## config.mk

```make
export PLATFORM = sky130hd
export DESIGN_NAME = conv_layer_sched_flat
export DESIGN_NICKNAME = d
export VERILOG_FILES = /design/src/rtl/conv_layer_sched_pkg.sv /design/src/rtl/conv_layer_sched_if.sv /design/src/rtl/sched_wrap_counter.sv /design/src/rtl/conv_layer_sched.sv /design/src/flat_wrapper.sv
export SDC_FILE = /design/constraint.sdc
export NUM_CORES = 1
export LEC_CHECK = 0
export BUFFER_PORTS_ARGS = -buffer_cell sky130_fd_sc_hd__buf_2
export CELL_PAD_IN_SITES_DETAIL_PLACEMENT = 0
export CELL_PAD_IN_SITES_GLOBAL_PLACEMENT = 1
export CORE_ASPECT_RATIO = 1.25
export CORE_MARGIN = 2
export CORE_UTILIZATION = 30
export CTS_CLUSTER_DIAMETER = 60
export CTS_CLUSTER_SIZE = 40
export DETAILED_ROUTE_END_ITERATION = 7
export GPL_ROUTABILITY_DRIVEN = 0
export PLACE_DENSITY_LB_ADDON = 0.1
export SLEW_MARGIN = 40
export SYNTH_ARGS = -nofsm -noshare
export SYNTH_HDL_FRONTEND = slang
export SYNTH_HIERARCHICAL = 1
export SYNTH_SLANG_ARGS = --single-unit
```

## constraint.sdc

```tcl
create_clock -name clk -period 3.15 [get_ports clk]
set_clock_uncertainty 0.2 [all_clocks]
set_input_delay 0.4725 -clock clk [delete_from_list [all_inputs] [get_ports clk]]
set_output_delay 0.4725 -clock clk [all_outputs]
set_load 0.1 [all_outputs]
```

## src/rtl/conv_layer_sched_pkg.sv

```systemverilog
`default_nettype none
// ============================================================================
// Module      : conv_sched_pkg
// Description : Shared types and constants for the convolution layer
//               scheduler: FSM state encoding, index widths, plane size.
// Revision    : 1.0 - initial release
// ============================================================================
package conv_sched_pkg;

    localparam int unsigned WIN_W = 16;   // anchor index width within a 2D plane
    localparam int unsigned IDX_W = 8;    // depth / kernel / drain counter width

    typedef enum logic [1:0] {
        S_IDLE  = 2'd0,
        S_RUN   = 2'd1,
        S_DRAIN = 2'd2,
        S_DONE  = 2'd3
    } state_t;

    // Number of anchor positions in one input plane.
    function automatic int unsigned plane_size(input int unsigned w, input int unsigned h);
        return w * h;
    endfunction

endpackage
`default_nettype wire

```

## src/rtl/conv_layer_sched_if.sv

```systemverilog
`default_nettype none
// ============================================================================
// Module      : conv_layer_sched_if
// Description : Control / window-issue bundle between the layer controller,
//               the scheduler, the address generator and the MAC array.
// Revision    : 1.0 - initial release
// ============================================================================
interface conv_layer_sched_if;
    import conv_sched_pkg::*;

    logic             start;
    logic             abort;
    logic             ds_ready;
    logic             busy;
    logic             done;
    logic             agen_enable;
    logic             agen_pause;
    logic             win_valid;
    logic             win_last_depth;
    logic [WIN_W-1:0] win_idx;
    logic [IDX_W-1:0] depth_idx;
    logic [IDX_W-1:0] kernel_idx;

    // Controller / environment side.
    modport master (
        output start, abort, ds_ready,
        input  busy, done, agen_enable, agen_pause, win_valid, win_last_depth,
        input  win_idx, depth_idx, kernel_idx
    );

    // Scheduler side.
    modport slave (
        input  start, abort, ds_ready,
        output busy, done, agen_enable, agen_pause, win_valid, win_last_depth,
        output win_idx, depth_idx, kernel_idx
    );

endinterface
`default_nettype wire

```

## src/rtl/sched_wrap_counter.sv

```systemverilog
`default_nettype none
// ============================================================================
// Module      : sched_wrap_counter
// Description : Wrapping index counter 0..MAX with synchronous clear and a
//               terminal-count carry flag, chained to build index nests.
// Revision    : 1.0 - initial release
// ============================================================================
module sched_wrap_counter
    import conv_sched_pkg::*;
#(
    parameter int unsigned WIDTH = IDX_W,
    parameter int unsigned MAX   = 1
) (
    input  wire logic             clk,
    input  wire logic             rst_n,
    input  wire logic             inc,
    input  wire logic             clr,
    output logic      [WIDTH-1:0] count,
    output logic                  carry
);

    localparam logic [WIDTH-1:0] c_MAX = WIDTH'(MAX);
    localparam logic [WIDTH-1:0] c_ONE = WIDTH'(1);

    logic [WIDTH-1:0] r_count;

    // Count up on inc, wrapping past MAX; clear has priority.
    always_ff @(posedge clk or negedge rst_n) begin
        if (!rst_n) begin
            r_count <= '0;
        end else if (clr) begin
            r_count <= '0;
        end else if (inc) begin
            r_count <= (r_count == c_MAX) ? '0 : r_count + c_ONE;
        end
    end

    // carry flags the terminal value: the next inc wraps and should advance
    // the next counter of the nest.
    assign count = r_count;
    assign carry = (r_count == c_MAX);

endmodule
`default_nettype wire

```

## src/rtl/conv_layer_sched.sv

```systemverilog
`default_nettype none
// ============================================================================
// Module      : conv_layer_sched
// Description : Sequences one convolution layer: start/done handshake,
//               address-generator enable/pause, window/depth/kernel nest,
//               downstream backpressure and MAC pipeline drain.
// Revision    : 1.0 - initial release
// ============================================================================
module conv_layer_sched
    import conv_sched_pkg::*;
#(
    parameter int unsigned ANCHOR_W   = 31,
    parameter int unsigned ANCHOR_H   = 31,
    parameter int unsigned DATA_DEPTH = 1,
    parameter int unsigned KERNEL_NUM = 6,
    parameter int unsigned PIPE_LAT   = 4
) (
    input  wire logic          clk,
    input  wire logic          rst_n,
    conv_layer_sched_if.slave  bus
);

    localparam int unsigned      c_PLANE      = plane_size(ANCHOR_W, ANCHOR_H);
    localparam int unsigned      c_DRAIN_INT  = (PIPE_LAT > 0) ? PIPE_LAT - 1 : 0;
    localparam logic [IDX_W-1:0] c_DRAIN_LAST = IDX_W'(c_DRAIN_INT);
    localparam logic [IDX_W-1:0] c_ONE        = IDX_W'(1);

    state_t           r_state;
    logic             r_busy;
    logic             r_done;
    logic             r_agen_enable;
    logic [IDX_W-1:0] r_drain_cnt;

    logic             w_run;
    logic             w_issue;
    logic             w_final;
    logic             w_clr;
    logic             w_win_inc;
    logic             w_win_max;
    logic             w_dep_max;
    logic             w_ker_max;
    logic [WIN_W-1:0] w_win_idx;
    logic [IDX_W-1:0] w_depth_idx;
    logic [IDX_W-1:0] w_kernel_idx;

    // A window issues whenever RUN sees downstream room; an abort in the
    // same cycle cancels the issue so the indices hold where they were.
    assign w_run     = (r_state == S_RUN);
    assign w_issue   = w_run && bus.ds_ready && !bus.abort;
    assign w_final   = w_issue && w_win_max && w_dep_max && w_ker_max;
    assign w_clr     = (r_state == S_IDLE) && bus.start && !bus.abort;
    // The final issue does not advance the nest, leaving the indices on the
    // last window until the next start.
    assign w_win_inc = w_issue && !w_final;

    sched_wrap_counter #(.WIDTH(WIN_W), .MAX(c_PLANE - 1)) u_win_cnt (
        .clk   (clk),
        .rst_n (rst_n),
        .inc   (w_win_inc),
        .clr   (w_clr),
        .count (w_win_idx),
        .carry (w_win_max)
    );

    sched_wrap_counter #(.WIDTH(IDX_W), .MAX(DATA_DEPTH - 1)) u_depth_cnt (
        .clk   (clk),
        .rst_n (rst_n),
        .inc   (w_win_inc && w_win_max),
        .clr   (w_clr),
        .count (w_depth_idx),
        .carry (w_dep_max)
    );

    sched_wrap_counter #(.WIDTH(IDX_W), .MAX(KERNEL_NUM - 1)) u_kernel_cnt (
        .clk   (clk),
        .rst_n (rst_n),
        .inc   (w_win_inc && w_win_max && w_dep_max),
        .clr   (w_clr),
        .count (w_kernel_idx),
        .carry (w_ker_max)
    );

    // Layer FSM with registered busy/done/agen_enable; abort overrides all.
    always_ff @(posedge clk or negedge rst_n) begin
        if (!rst_n) begin
            r_state       <= S_IDLE;
            r_busy        <= 1'b0;
            r_done        <= 1'b0;
            r_agen_enable <= 1'b0;
            r_drain_cnt   <= '0;
        end else begin
            r_done <= 1'b0;
            if (r_state != S_IDLE && bus.abort) begin
                r_state       <= S_IDLE;
                r_busy        <= 1'b0;
                r_agen_enable <= 1'b0;
            end else begin
                case (r_state)
                    S_IDLE: begin
                        if (w_clr) begin
                            r_state       <= S_RUN;
                            r_busy        <= 1'b1;
                            r_agen_enable <= 1'b1;
                        end
                    end
                    S_RUN: begin
                        if (w_final) begin
                            // Dropping enable here resets the agen window counter.
                            r_agen_enable <= 1'b0;
                            r_drain_cnt   <= '0;
                            if (PIPE_LAT > 0) begin
                                r_state <= S_DRAIN;
                            end else begin
                                r_state <= S_DONE;
                                r_done  <= 1'b1;
                            end
                        end
                    end
                    S_DRAIN: begin
                        if (r_drain_cnt == c_DRAIN_LAST) begin
                            r_state <= S_DONE;
                            r_done  <= 1'b1;
                        end else begin
                            r_drain_cnt <= r_drain_cnt + c_ONE;
                        end
                    end
                    S_DONE: begin
                        r_state <= S_IDLE;
                        r_busy  <= 1'b0;
                    end
                    default: r_state <= S_IDLE;
                endcase
            end
        end
    end

    assign bus.busy           = r_busy;
    assign bus.done           = r_done;
    assign bus.agen_enable    = r_agen_enable;
    assign bus.agen_pause     = w_run ? !bus.ds_ready : 1'b1;
    assign bus.win_valid      = w_issue;
    assign bus.win_last_depth = w_issue && w_dep_max;
    assign bus.win_idx        = w_win_idx;
    assign bus.depth_idx      = w_depth_idx;
    assign bus.kernel_idx     = w_kernel_idx;

endmodule
`default_nettype wire

```

## src/flat_wrapper.sv

```systemverilog
// flat-port wrapper written by rule: the top's interface ports become plain ports
module conv_layer_sched_flat import conv_sched_pkg::*;
#(
    parameter int unsigned ANCHOR_W   = 31,
    parameter int unsigned ANCHOR_H   = 31,
    parameter int unsigned DATA_DEPTH = 1,
    parameter int unsigned KERNEL_NUM = 6,
    parameter int unsigned PIPE_LAT   = 4
)
  (clk, rst_n, bus_start, bus_abort, bus_ds_ready, bus_busy, bus_done, bus_agen_enable, bus_agen_pause, bus_win_valid, bus_win_last_depth, bus_win_idx, bus_depth_idx, bus_kernel_idx);
  conv_layer_sched_if bus_i ();
  input  wire logic clk;
  input  wire logic rst_n;
  input wire logic [$bits(bus_i.start)-1:0] bus_start;
  input wire logic [$bits(bus_i.abort)-1:0] bus_abort;
  input wire logic [$bits(bus_i.ds_ready)-1:0] bus_ds_ready;
  output wire logic [$bits(bus_i.busy)-1:0] bus_busy;
  output wire logic [$bits(bus_i.done)-1:0] bus_done;
  output wire logic [$bits(bus_i.agen_enable)-1:0] bus_agen_enable;
  output wire logic [$bits(bus_i.agen_pause)-1:0] bus_agen_pause;
  output wire logic [$bits(bus_i.win_valid)-1:0] bus_win_valid;
  output wire logic [$bits(bus_i.win_last_depth)-1:0] bus_win_last_depth;
  output wire logic [$bits(bus_i.win_idx)-1:0] bus_win_idx;
  output wire logic [$bits(bus_i.depth_idx)-1:0] bus_depth_idx;
  output wire logic [$bits(bus_i.kernel_idx)-1:0] bus_kernel_idx;
  assign bus_i.start = bus_start;
  assign bus_i.abort = bus_abort;
  assign bus_i.ds_ready = bus_ds_ready;
  assign bus_busy = bus_i.busy;
  assign bus_done = bus_i.done;
  assign bus_agen_enable = bus_i.agen_enable;
  assign bus_agen_pause = bus_i.agen_pause;
  assign bus_win_valid = bus_i.win_valid;
  assign bus_win_last_depth = bus_i.win_last_depth;
  assign bus_win_idx = bus_i.win_idx;
  assign bus_depth_idx = bus_i.depth_idx;
  assign bus_kernel_idx = bus_i.kernel_idx;
  conv_layer_sched #(.ANCHOR_W(ANCHOR_W), .ANCHOR_H(ANCHOR_H), .DATA_DEPTH(DATA_DEPTH), .KERNEL_NUM(KERNEL_NUM), .PIPE_LAT(PIPE_LAT)) u_core (.clk(clk), .rst_n(rst_n), .bus(bus_i));
endmodule
```

[Yosys cells after proc, flatten, opt, wreduce, memory -nomap -nowiden]
Cells that the tools add are included.
Operators by class
  add/subtract/negate cells: 4
  equal/unequal tests: 11
  multiplexer cells: 27
  bitwise operators: 1
  reduce and logical (&&, ||, !) cells: 28
Operator list (count)
  8-bit two-way mux: 8
  16-bit two-way mux: 3
  8-bit by 1-bit adder with 8-bit output, second input constant: 3
  16-bit by 1-bit adder with 16-bit output, second input constant: 1
  16-bit by 10-bit equality test with 1-bit output, second input constant: 1
  8-bit one-hot mux with 2 select lines: 1
  1-bit logical AND: 12
  2-bit nonzero test: 5
  8-bit by 2-bit equality test with 1-bit output, second input constant: 1
  8-bit by 3-bit equality test with 1-bit output, second input constant: 1
  8-bit logical NOT: 1
  1-bit two-way mux: 8
  2-bit two-way mux: 4
  2-bit one-hot mux with 4 select lines: 1
  3-bit inequality test, second input constant: 2
  3-bit AND reduction: 2
  3-bit nonzero test: 2
  2-bit equality test, second input constant: 2
  2-bit inequality test, second input constant: 2
  1-bit one-hot mux with 2 select lines: 2
  4-bit AND reduction: 1
  1-bit logical NOT: 3
  3-bit by 1-bit inequality test with 1-bit output, second input constant: 1
  2-bit by 1-bit equality test with 1-bit output, second input constant: 1
  other kinds (3): 3
Word-level totals
  bits in registers: 45
  bits of input ports: 5
  output and inout port bits: 38
  word-level logic and storage cells: 79

[Logic depth before layout (Yosys ltp)]
  depth after elaboration: 12
  gate-level depth with buffers: 10
  depth with buffers taken out: 10

[Cells and area by module]
The synthesis kept the hierarchy.
By module, submodules not included
  sched_wrap_counter (u_core.u_win_cnt): times used 1, cells an instance 93, area each 917.1 um2, sequential area each 400.4 um2
  conv_layer_sched: times used 1, cells an instance 95, area each 874.6 um2, sequential area each 325.3 um2
  sched_wrap_counter (u_core.u_kernel_cnt): times used 1, cells an instance 48, area each 462.9 um2, sequential area each 200.2 um2
  sched_wrap_counter (u_core.u_depth_cnt): times used 1, cells an instance 47, area each 456.7 um2, sequential area each 200.2 um2

[Least setup slack after synthesis]
Ideal clock, no wire load.
  path type: register to register
  start point: register u_core.u_win_cnt.r_count[0] (netlist: u_core/u_win_cnt/count[0])
  end point: register u_core.u_win_cnt.r_count[11] (netlist: u_core/u_win_cnt/count[11])
  setup time: 122 ps
  data arrival time: 3071 ps
  required time: 2828 ps
  setup slack: -242 ps
  cell stages (with the launch flop): 11
  path buffers: 0
  clock period less this slack: 3392 ps
  cells stage by stage: dfrtp_1 > inv_1 > ha_1 > nor4b_1 > and4_1 > nand3_1 > nor2b_1 > o2111ai_1 > nor4_1 > xnor2_1 > nor2_1
On the way
  cells in the longest elaborated chain, start to end: 7
  elaborated cells on any way between the ends: 11
  those cells by class: add/sub (1); eq/ne (1); mux (3); reduce/logical (6)
Ends and longest elaborated chain
  start, declared: RTL line sched_wrap_counter.sv:25  | logic [WIDTH-1:0] r_count;
  start signal, assigned: RTL line sched_wrap_counter.sv:34  | r_count <= (r_count == c_MAX) ? '0 : r_count + c_ONE;
  16-bit by 10-bit equality test with 1-bit output: RTL line sched_wrap_counter.sv:41  | assign carry = (r_count == c_MAX);
  via u_core.w_win_max: RTL line conv_layer_sched.sv:39  | logic w_win_max;
  1-bit logical AND (3 in series): RTL line conv_layer_sched.sv:50  | assign w_final = w_issue && w_win_max && w_dep_max && w_ker_max;
  1-bit logical NOT: RTL line conv_layer_sched.sv:54  | assign w_win_inc = w_issue && !w_final;
  1-bit logical AND: RTL line conv_layer_sched.sv:54
  via u_core.w_win_inc: RTL line conv_layer_sched.sv:38  | logic w_win_inc;
  2-bit nonzero test (no line)
The timed path passes the listed nets, and every way through them passes these cells. The select of a mux whose other input is x is not followed.
A chain may end at the register's enable or synchronous reset.

[Worst setup path after layout]
  start point: register u_core.u_depth_cnt.r_count[0] (netlist: u_core/u_depth_cnt/count[0])
  end point: output port bus_win_last_depth
On the way
  cells in the longest elaborated chain, start to end: 2
Ends and longest elaborated chain
  start, declared: RTL line sched_wrap_counter.sv:25
  start signal, assigned: RTL line sched_wrap_counter.sv:34
  8-bit logical NOT: RTL line sched_wrap_counter.sv:41
  via u_core.w_dep_max: RTL line conv_layer_sched.sv:40  | logic w_dep_max;
  1-bit logical AND: RTL line conv_layer_sched.sv:142  | assign bus.win_last_depth = w_issue && w_dep_max;
  end, declared: RTL line flat_wrapper.sv:22  | output wire logic [$bits(bus_i.win_last_depth)-1:0] bus_win_last_depth;
The timed path passes the listed nets, and every way through them passes these cells.

==> metrics.md <==
| Metric | Value |
|---|---|
| Adder-cell share of the synthesized area | 5.076% |
| ANT nets after route | 0 |
| Slew Viols, Final | 0 |
| CP Launch Type | register |
| CP Class | register to output port |
| Least-Margin Pin Slew | 0.6111 ns |
| Worst min path class | input port to register |
| Fmax | 336.5 MHz |
| CTS Buf Count | 5 |
| Placed cell area | 3117 sq um |
| TritonCTS clock tree | built |
| Number of fill cells | 952 |
| Busiest grt layer | met2 |
| Cell Area, Synth | 2711 sq um |
| Num rows | 38 |
| Via count | 2352 |
| Final Hold Fails | 0 |
| CP peak stage delay | 0.50 ns |
| Crit-path max FO | 6 |
| FF+latch count, synth | 45 |
| Worst setup EP type | output port |
| Die H | 110.3 um |
| Maxcap violations | 0 |
| Worst hold slack | 0.2519 ns |
| GRT met1 Usage | 20.67% |
| IO Pins | 43 |
| CP cell instances | inv_1 -> ha_1 -> or4b_4 -> nor2_1 -> and2_1 -> buf_2 |
| Post-Synth XOR/XNOR Area | 5.168% |
| Multi-input logic area | 1483 sq um |
| Wire length per cell | 15.63 um |
| Rel. slew slack | 59.19% |
| Synth Area per Inst | 9.581 sq um |
| Die area | 9819 sq um |
| Distinct cell type count after synthesis | 59 |
| Setup crit end | bus_win_last_depth |
| Layout cell share with drive strength beyond 1 | 26.04% |
| Met2 usage | 27.77% |
| Reg2reg path depth | 9 |
| Reg area | 1135 sq um |
| Synth area leader | dfrtp_1 |
| Die X | 89.03 um |
| Starting density of the core | 30.99% |
| Routing usage on met3 | 2.606% |
| DR iter-0 viols | 99 |
| Post-synth top cells | dfrtp_1, nor2_1, inv_1, nand2_1 |
| Area Growth Syn to Fin | 18.41% |
| DRC violations left | 0 |
| Critical Path AT | 2.30 ns |
| Outcome | completed |
| R2R setup slack | 0.30 ns |
| Ys flop type | dfrtp_1 |
| Period utilization | 94.35% |
| Reg2Reg Capture Point | u_core/r_drain_cnt[3] |
| HP Start | bus_abort |
| Clock buffer depth | 2 |
| CTS Sinks | 45 |
| IO Port Bufs | 42 |
| Synth warn | 6 |
| Vias per cell | 5.135 |
| Post-synthesis mux area share | 0.7845% |
| Clk_lat worst skew | 0.31 ns |
| CP Data Required Time | 2.48 ns |
| Drt total wl | 7160 um |
| Main combinational cell family by area after synthesis | simple AND/OR/NAND/NOR gates |
| Compound-cell area share of the yosys netlist | 18.46% |
| First drt pass iteration count | 4 |
| Sequential share of the synthesized area | 41.53% |
| RSZ-0062 raised after global routing | false |
| Post-detail-place hpwl | 5194 um |
| Asr flop ratio synth | 100.0% |
| Power Density | 581.1 nW/um^2 |
| Overflow left after global routing | 0 |
| Most common cell in the netlist | dfrtp_1 |
| CP delay by family, top | simple AND/OR/NAND/NOR gates |
| R2r startpoint | u_core/u_depth_cnt/count[0] |
| Nets@finish | 353 |
| Leakage | 1.464 nW |
| Largest net degree at the start of global routing | 31 |
| Finish-stage setup viols | 0 |
| CTS Root Buffer Type | clkbuf_8 |
| Crit path max-delay cell type | or4b_4 |
| Final Critical Period | 2.972 ns |
| Tot GR Track Use | 16.13% |
| Number of setup buffers added after CTS | 0 |
| Max VDD drop | 0.2422 mV |
| Number of flops mapped to enable cells by yosys | 0 |
| Instance count on the critical path | 6 |
| Initial antenna violation count | 0 |
| Global-route wire length before repair | 12340 um |
| Post-Synthesis Cells | 283 |
| Post-Syn Nets | 299 |
| Synth area leaders | dfrtp_1, ha_1, nor2_1 |
| CP Buf/Inv Count | 2 |
| # diodes | 0 |
| CP startpoint | u_core/u_depth_cnt/count[0] |
| Synth Area in Simple Gates | 25.20% |
| Yosys top cell area share | 41.53% |
| Clock Pin Slew Worst Setup and Hold Paths | 0.09 ns |
| Final Cell Area | 3211 sq um |
| Power Total | 1.866 mW |
| Vias in the first global route | 2390 |
| CTS H-tree lvls | 2 |
| Core area | 8748 sq um |
[layer usage]
metal | up-vias | wire [um]
li1 | 1143 | -
met1 | 1162 | 3230
met2 | 41 | 3546
met3 | 6 | 284
met4 | 0 | 98
met5 | - | 0
[sequential cells by signal (all words and copies together) (netlist names)]
signal                     count
u_core/r_drain_cnt             8
u_core/r_state                 2
u_core/bus.agen_enable         1
u_core/bus.busy                1
u_core/u_win_cnt/count        16
u_core/u_depth_cnt/count       8
u_core/bus.done                1
u_core/u_kernel_cnt/count      8
[power breakdown]
part	switching, mW	internal [mW]	total (mW)
clock network	0.214	0.157	0.371
registers	0.0701	0.632	0.702
logic	0.587	0.205	0.792
total	0.871	0.994	1.87
[cell usage in the layout, fill, tap and decap left out, types with 2 or more instances in the layout]
| master | instances |
|---|---|
| buf_2 | 41 |
| dfrtp_1 | 38 |
| nor2_1 | 24 |
| inv_1 | 22 |
| nand2_1 | 21 |
| a21oi_1 | 13 |
| o21ai_0 | 12 |
| ha_1 | 11 |
| a31oi_1 | 10 |
| nor3_1 | 9 |
| xnor2_1 | 9 |
| buf_4 | 8 |
| nand3_1 | 8 |
| nand4_1 | 8 |
| xor2_1 | 7 |
| dfrtp_2 | 7 |
| nand2b_1 | 6 |
| o21ai_1 | 6 |
| nor4_1 | 6 |
| clkbuf_8 | 5 |
| o211ai_1 | 5 |
| or3_1 | 5 |
| nor2b_1 | 3 |
| and3_1 | 3 |
| o2111ai_1 | 3 |
| clkbuf_1 | 2 |
| a41oi_1 | 2 |
| or4b_4 | 2 |
| o31ai_4 | 2 |
| or2_2 | 2 |
| o311ai_0 | 2 |
| o41ai_1 | 2 |
| or3_2 | 2 |
| a22o_1 | 2 |
| nand4_4 | 2 |
[repair_timing]
| item | CTS | global route |
|---|---|---|
| setup endpoints to repair | 0 | 2 |
| hold endpoints to repair | 0 | 29 |
| hold buffers | 0 | 1 |
| gates resized for setup | 0 | 1 |
[stage by stage]
step | cells | utilization, % | TNS (ns) | setup WS, ns
after detailed placement | 449 | 35.63 | 0 | 0.2750
after CTS | 457 | 36.56 | 0 | 0.1540
after global routing | 458 | 36.70 | 0 | 0.03505
final | 458 | 36.70 | 0 | 0.1779
after global placement | 449 | 35.63 | 0 | 0.3127
after floorplan | 283 | - | -0.0007592 | -0.0007592
[final cells by class]
cell class	instances	share of cell area (%)
Clock inverter	1	0.1559
Multi-Input combinational cell	212	46.18
Tap cell	120	4.677
Sequential cell	45	35.35
Timing Repair Buffer	50	8.574
Inverter	23	2.689
Clock buffer	7	2.377
[worst min path at each step]
stage	end	slack, ns	cells after the start
floorplan	u_core/bus.agen_enable	-0.02	0
global placement	u_core/bus.busy	0.33	2
detailed placement	u_core/r_drain_cnt[6]	0.33	1
CTS	u_core/u_kernel_cnt/count[2]	0.04	1
global route	u_core/bus.busy	0.26	2
finish	u_core/bus.agen_enable	0.25	2
[logic make-up (layout without fill, tap and decap cells)]
family | after synthesis | count (layout)
AND/OR/NAND/NOR | 114 | 114
AO/OA/AOI/OAI | 69 | 69
flip-flops | 45 | 45
buffers and inverters | 26 | 81
XOR/XNOR | 16 | 16
adder cells (fa/ha/maj) | 11 | 11
multiplexers | 2 | 2
Note: power is estimated with default switching activity, not from simulation.
